<file path="src/rtl/game_pkg.sv">
// Shared definitions for the game status path: status codes, FSM states, player id.
// Latency: n/a (types, constants and one pure function only).
// Backpressure: n/a.
package game_pkg;

    localparam logic [7:0] ST_PLAYING     = 8'h00;
    localparam logic [7:0] ST_ERR_INVALID = 8'h01;
    localparam logic [7:0] ST_WIN_P1      = 8'h02;
    localparam logic [7:0] ST_WIN_P2      = 8'h03;
    localparam logic [7:0] ST_DRAW        = 8'h04;

    typedef enum logic [1:0] {
        PLAY  = 2'd0,
        CHECK = 2'd1,
        ERROR = 2'd2,
        OVER  = 2'd3
    } state_t;

    // 0 = player 1, 1 = player 2
    typedef logic player_t;

    // WIN code credited to the given player
    function automatic logic [7:0] win_code(input player_t p);
        return p ? ST_WIN_P2 : ST_WIN_P1;
    endfunction

endpackage

</file>
<file path="src/rtl/game_turn_timer.sv">
// Saturating per-turn cycle counter with clear, enable and an expiry flag.
// Latency: count updates one cycle after en/clr; expired decodes the current count.
// Backpressure: none; clear has priority over enable, count holds at all-ones.
module game_turn_timer #(
    parameter int unsigned LIMIT = 8
) (
    input  logic        clk,
    input  logic        rst,
    input  logic        clr,
    input  logic        en,
    output logic [31:0] count,
    output logic        expired
);

    // Count enabled cycles, restarting on clear and never wrapping
    always_ff @(posedge clk) begin
        if (rst || clr) begin
            count <= '0;
        end else if (en && (count != 32'hFFFF_FFFF)) begin
            count <= count + 32'd1;
        end
    end

    assign expired = (count == (LIMIT - 32'd1));

endmodule

</file>
<file path="src/rtl/game_status_ctrl.sv">
// Sequences the game status register (turns, errors, win/draw/timeout); sole writer. Timer: GAME_TURN_TIMER_EN.
// Latency: event sampled at edge N gives status_we/status_data in the cycle after N; all outputs registered.
// Backpressure: none; CHECK waits indefinitely for check_valid, OVER waits for restart.
module game_status_ctrl
    import game_pkg::*;
#(
    parameter int unsigned TURN_CYCLES = 500_000_000,
    parameter int unsigned ERR_CYCLES  = 100_000_000
) (
    input  logic        clk,
    input  logic        rst,
    input  logic        restart,
    input  logic        move_done,
    input  logic        move_invalid,
    input  logic        check_valid,
    input  logic        win_detected,
    input  logic        board_full,
    output logic        status_we,
    output logic [7:0]  status_data,
    output player_t     cur_player,
    output logic [31:0] turn_time,
    output logic        game_over
);

    state_t      state;
    logic [31:0] err_cnt;
    logic        turn_change;
    logic        timeout;

    // Checker cleared the move with no win and no draw: hand the turn over
    assign turn_change = (state == CHECK) && check_valid && !win_detected && !board_full;

`ifdef GAME_TURN_TIMER_EN
    logic timer_clr;
    logic timer_en;
    logic timer_exp;

    // Time runs only while the current player is deciding; a new turn or game clears it
    assign timer_clr = restart || turn_change;
    assign timer_en  = (state == PLAY);

    game_turn_timer #(
        .LIMIT(TURN_CYCLES)
    ) u_turn_timer (
        .clk     (clk),
        .rst     (rst),
        .clr     (timer_clr),
        .en      (timer_en),
        .count   (turn_time),
        .expired (timer_exp)
    );

    assign timeout = timer_exp;
`else
    // No turn timer in this build: TURN_CYCLES is unused and a turn never times out
    assign turn_time = '0;
    assign timeout   = 1'b0;
`endif

    // Game FSM; every status write is a one-cycle strobe issued only when the code changes
    always_ff @(posedge clk) begin
        if (rst) begin
            state       <= PLAY;
            err_cnt     <= '0;
            status_we   <= 1'b0;
            status_data <= ST_PLAYING;
            cur_player  <= 1'b0;
            game_over   <= 1'b0;
        end else begin
            status_we <= 1'b0;
            if (restart) begin
                // Unconditional write so a restart is always visible to the register
                state       <= PLAY;
                err_cnt     <= '0;
                cur_player  <= 1'b0;
                game_over   <= 1'b0;
                status_data <= ST_PLAYING;
                status_we   <= 1'b1;
            end else begin
                case (state)
                    PLAY: begin
                        if (move_done) begin
                            state <= CHECK;
                        end else if (move_invalid) begin
                            state       <= ERROR;
                            err_cnt     <= '0;
                            status_data <= ST_ERR_INVALID;
                            status_we   <= (status_data != ST_ERR_INVALID);
                        end else if (timeout) begin
                            state       <= OVER;
                            game_over   <= 1'b1;
                            status_data <= win_code(~cur_player);
                            status_we   <= (status_data != win_code(~cur_player));
                        end
                    end
                    CHECK: begin
                        if (check_valid) begin
                            if (win_detected) begin
                                state       <= OVER;
                                game_over   <= 1'b1;
                                status_data <= win_code(cur_player);
                                status_we   <= (status_data != win_code(cur_player));
                            end else if (board_full) begin
                                state       <= OVER;
                                game_over   <= 1'b1;
                                status_data <= ST_DRAW;
                                status_we   <= (status_data != ST_DRAW);
                            end else begin
                                state      <= PLAY;
                                cur_player <= ~cur_player;
                            end
                        end
                    end
                    ERROR: begin
                        if (err_cnt == (ERR_CYCLES - 32'd1)) begin
                            state       <= PLAY;
                            status_data <= ST_PLAYING;
                            status_we   <= (status_data != ST_PLAYING);
                        end else begin
                            err_cnt <= err_cnt + 32'd1;
                        end
                    end
                    OVER: begin
                        // Only restart leaves OVER
                    end
                    default: begin
                        state <= PLAY;
                    end
                endcase
            end
        end
    end

endmodule

</file>
<file path="config.mk">
export PLATFORM = sky130hd
export DESIGN_NAME = game_status_ctrl
export DESIGN_NICKNAME = d
export VERILOG_FILES = /design/src/rtl/game_pkg.sv /design/src/rtl/game_turn_timer.sv /design/src/rtl/game_status_ctrl.sv
export SDC_FILE = /design/constraint.sdc
export NUM_CORES = 1
export LEC_CHECK = 0
export ABC_AREA = 1
export CELL_PAD_IN_SITES_DETAIL_PLACEMENT = 0
export CELL_PAD_IN_SITES_GLOBAL_PLACEMENT = 1
export CORE_UTILIZATION = 37
export CTS_BUF_LIST = sky130_fd_sc_hd__clkbuf_16
export CTS_CLUSTER_DIAMETER = 40
export DETAILED_ROUTE_END_ITERATION = 7
export MAX_ROUTING_LAYER = met4
export PLACE_DENSITY_LB_ADDON = 0.1
export SETUP_SLACK_MARGIN = 0.2
export SYNTH_ARGS = -nofsm -noshare
export SYNTH_HDL_FRONTEND = slang
export SYNTH_SLANG_ARGS = --single-unit
</file>
<file path="constraint.sdc">
create_clock -name clk -period 1.8 [get_ports clk]
set_input_delay 0.18 -clock clk [delete_from_list [all_inputs] [get_ports clk]]
set_output_delay 0.18 -clock clk [all_outputs]
set_load 0.005 [all_outputs]
</file>
==> metrics.sh <==
STATUS='finished, final reports clean'
CRIT-REG2REG-LAUNCH='err_cnt[23]'
ROWS=33
CRIT_PATH_REQUIRED_TIME_NS=1.97
PLACE.DETAILED.HPWL_UM=6426
GRT_MAX_DEGREE=32
DIEAREA_UM2=8885
SYNTH_TOP_AREA_SHARE_PCT=25.43
SYNTH.LARGEST_AREA_CELL='dfxtp_1'
CPMOSTUSEDCELL='nor2_4'
PLACE_CONGESTION=0.8929
STARTPOINT_TYPE='flop'
MIN_PATH_TYPE='input port to flop'
NUM-NETS-FINAL=601
POST_DRT_WL_PER_CELL_UM=12.61
TIMING.SETUP.CRITICAL_PATH_CLASS='flop to flop'
SETUP.WORST_PATH.END='err_cnt[10]'
NUMBER_OF_FLOPS_MAPPED_TO_ENABLE_CELLS_BY_YOSYS=0
CORE-AREA_UM2=8217
WORST-PATH-BUF-INV=2
GRT_SETUP_UNREPAIRED='yes'
MAX_CAP_VIOL_COUNT=0
VIASPERCELL=4.589
DRT-TOTAL-WL_UM=8752
CPMAXSTAGEDELAYCELL='dfxtp_1'
TRITONCTS.NUM_BUFFERS=5
P_PER_AREA_nW_PER_UM2=604.5
SLEW_VIOL_FINAL=0
TRITONCTS_CLOCK_TREE='yes'
DRTITER0DRC=116
DIEHEIGHT_UM=94.26
FINAL_PERIOD_MINUS_WORST_SETUP_SLACK_NS=1.625
HOLD_START='rst'
AREA_DELTA_SYNTH_FINAL_PCT=24.24
SYNTH_TOP_CELLS_BY_AREA='dfxtp_1 (25%), nand2_1 (24%), nor2_1 (13%), buf_4 (8.8%), a21oi_1 (5.9%)'
WORST_SETUP_HOLD_PATH_CLK_SLEW_NS=0.06
PERIOD_UTILIZATION_POST_ROUTE_PCT=90.28
CRIT_FANOUT=6
NFILLCELLS=871
FINALHOLDVIOLATIONS=0
NUMBER_OF_GLOBAL_ROUTE_VIAS_BEFORE_REPAIR=2736
SYNTH_AREA_UM2=3149
IOS=51
GRT_OVERFLOW_TOTAL=0
SYNTH_MOST_COMMON_CELL='nand2_1'
CLKLATENCYLATEPIN_NS=0.28
DRIVE_ABOVE_1_SHARE_PCT=18.34
CTS.HTREE.LEVELS=2
SYNTH_FLOP_TYPE='dfxtp_1'
VIA_COUNT=3185
VDD_IR_DROP_MAX_mV=0.4262
CTS_NUM_SINKS=40
CRITPATHLAUNCH='err_cnt[23]'
CRIT_ARRIVAL_NS=1.79
GLOBALROUTETOTALUTIL_PCT=20.45
ASYNC_FLOP_SHARE_PCT=0
FINALCLOCKSKEW_NS=0.003052
FINAL_ANTENNA_NET_COUNT=0
ANTENNADIODECOUNT=0
FF_LATCH_AREA_UM2=828.3
POSTSYNTHREGISTERBITS=40
FLOORPLAN.DIE.WIDTH_UM=94.26
NETLIST_INSTANCES=552
WORST-R2R-CELL-COUNT=11
GLOBAL_ROUTE_WIRE_LENGTH_BEFORE_REPAIR_UM=13660
HOLDWS_NS=0.4603
CTSROOTBUFFERMASTER='clkbuf_16'
SYNTH_CELL_TYPES=26
CTS_BUFFER_DEPTH=2
R2R_SETUP_SLACK_NS=0.17
TOTAL_LEAKAGE_POWER_nW=1.450
DRT_DRC_VIOLATIONS_LEFT=0
WORST_SETUP_PATH_END_KIND='flop'
SYNTH.YOSYS.SEQ_AREA_SHARE_PCT=25.43
DRT_PRE_ANTENNA_ITERS=4
SYN_AVG_CELL_AREA_UM2=5.705
R2R_END='err_cnt[10]'
MAX_STAGE_DELAY_NS=0.35
INITIAL_CORE_UTIL_PCT=38.33
WORSTPATHCELLLIST='nand2_2 > nor2_4 > nand3_2 > nor2_4 > nand3_4 > nand2_2 > nor2_4 > buf_12 > clkbuf_16 > nand2_1 > a21oi_1'
SYNTHESIS.YOSYS.WARNINGS=0
FINALSETUPVIOLCOUNT=0
COMBINED_AREA_OF_THE_MULTI_INPUT_LOGIC_CELLS_UM2=2158
PORTBUFFERS=13
GRT_ANTENNA_BEFORE_REPAIR=0
FMAXACHIEVABLE_GHz=0.6154
FINALSETUPTNS_NS=0
WORST-PATH-STAGES=11
YS_TOP_CELLS_BY_COUNT='nand2_1 (205), nor2_1 (111), inv_1 (43)'
CP_TOP_FAMILY='simple AND/OR/NAND/NOR gates'
HOLDBUFCOUNTCTS=0
[cells by family after synthesis]
logic type / share of synthesized area [%]
AO/OA/AOI/OAI: 6.953
adder cells (fa/ha/maj): 1.986
flip-flops: 25.43
AND/OR/NAND/NOR: 45.57
XOR/XNOR: 3.615
buffers and inverters: 16.33
other: 0.1191
[repair_timing]
| action | 4_1_cts | 5_1_grt |
|---|---|---|
| setup buffers | 3 | 2 |
| endpoints found under the setup margin | 36 | 38 |
| pin swaps | 2 | 9 |
| cloned | 0 | 4 |
| gates resized for setup | 15 | 60 |
[flip-flops by register name, summed over array words and instances, names as in the netlist]
signal,count
err_cnt,32
status_we,1
game_over,1
status_data,3
cur_player,1
state,2
[layout by cell type (no fill, tap or decap), types with 2 or more instances in the layout]
| cell | count |
|---|---|
| inv_2 | 7 |
| o21ai_0 | 4 |
| dfxtp_2 | 19 |
| nand3_1 | 22 |
| nand2_4 | 5 |
| a21oi_1 | 34 |
| nand3_2 | 3 |
| clkinv_2 | 2 |
| nor2_4 | 8 |
| buf_4 | 18 |
| buf_12 | 6 |
| nand2_2 | 8 |
| xor2_1 | 9 |
| nor3_1 | 2 |
| clkbuf_16 | 8 |
| xnor2_1 | 4 |
| nand4_1 | 3 |
| or2_2 | 2 |
| ha_2 | 2 |
| clkdlybuf4s50_1 | 13 |
| nor2_2 | 8 |
| nor2_1 | 99 |
| dfxtp_1 | 20 |
| ha_4 | 2 |
| nand3_4 | 2 |
| inv_1 | 36 |
| a21oi_2 | 3 |
| buf_6 | 3 |
| nand2_1 | 194 |
| conb_1 | 37 |
[where the power goes]
part | leakage [nW] | switching, mW | internal (mW)
registers | 0.334 | 0.0135 | 0.899
logic | 1.05 | 0.311 | 0.277
clock network | 0.0710 | 0.360 | 0.504
[per-stage QoR]
step / setup slack (ns) / util, % / total power [mW] / cell area [µm²] / instances
6_report: 0.1750 / 47.62 / 2.365 / 3913 / 694
5_1_grt: 0.07035 / 47.62 / 2.500 / 3913 / 694
4_1_cts: 0.1928 / 44.18 / 2.248 / 3630 / 688
3_5_place_dp: 0.06896 / 41.74 / 1.354 / 3430 / 677
3_3_place_gp: 0.08941 / 41.74 / 1.354 / 3430 / 677
2_1_floorplan: 0.2114 / - / 1.241 / 3298 / 588
[area by class of cell]
type | instances | area share [%]
Inverter | 43 | 4.125
Sequential cell | 40 | 21.17
Tap cell | 105 | 3.358
Multi-Input combinational cell | 455 | 55.16
Timing Repair Buffer | 43 | 12.63
Clock inverter | 3 | 0.3518
Clock buffer | 5 | 3.198
[how the worst min path moves through the flow]
| stage | to | slack (ns) | cells after the start |
|---|---|---|---|
| final | status_we | 0.46 | 2 |
| after global routing | game_over | 0.50 | 1 |
| after CTS | status_we | 0.46 | 2 |
| after detailed placement | game_over | 0.46 | 1 |
| after global placement | game_over | 0.45 | 1 |
| after floorplan | status_we | 0.25 | 1 |
[layer usage]
layer  part of all wire, %  global-route usage (%)
met1                    47                   26.42
met2                    49                   34.30
met3                   2.9                   2.670
met4                  0.26                   3.462
met5                     0                       -
Power figures use the tool's default switching activity.
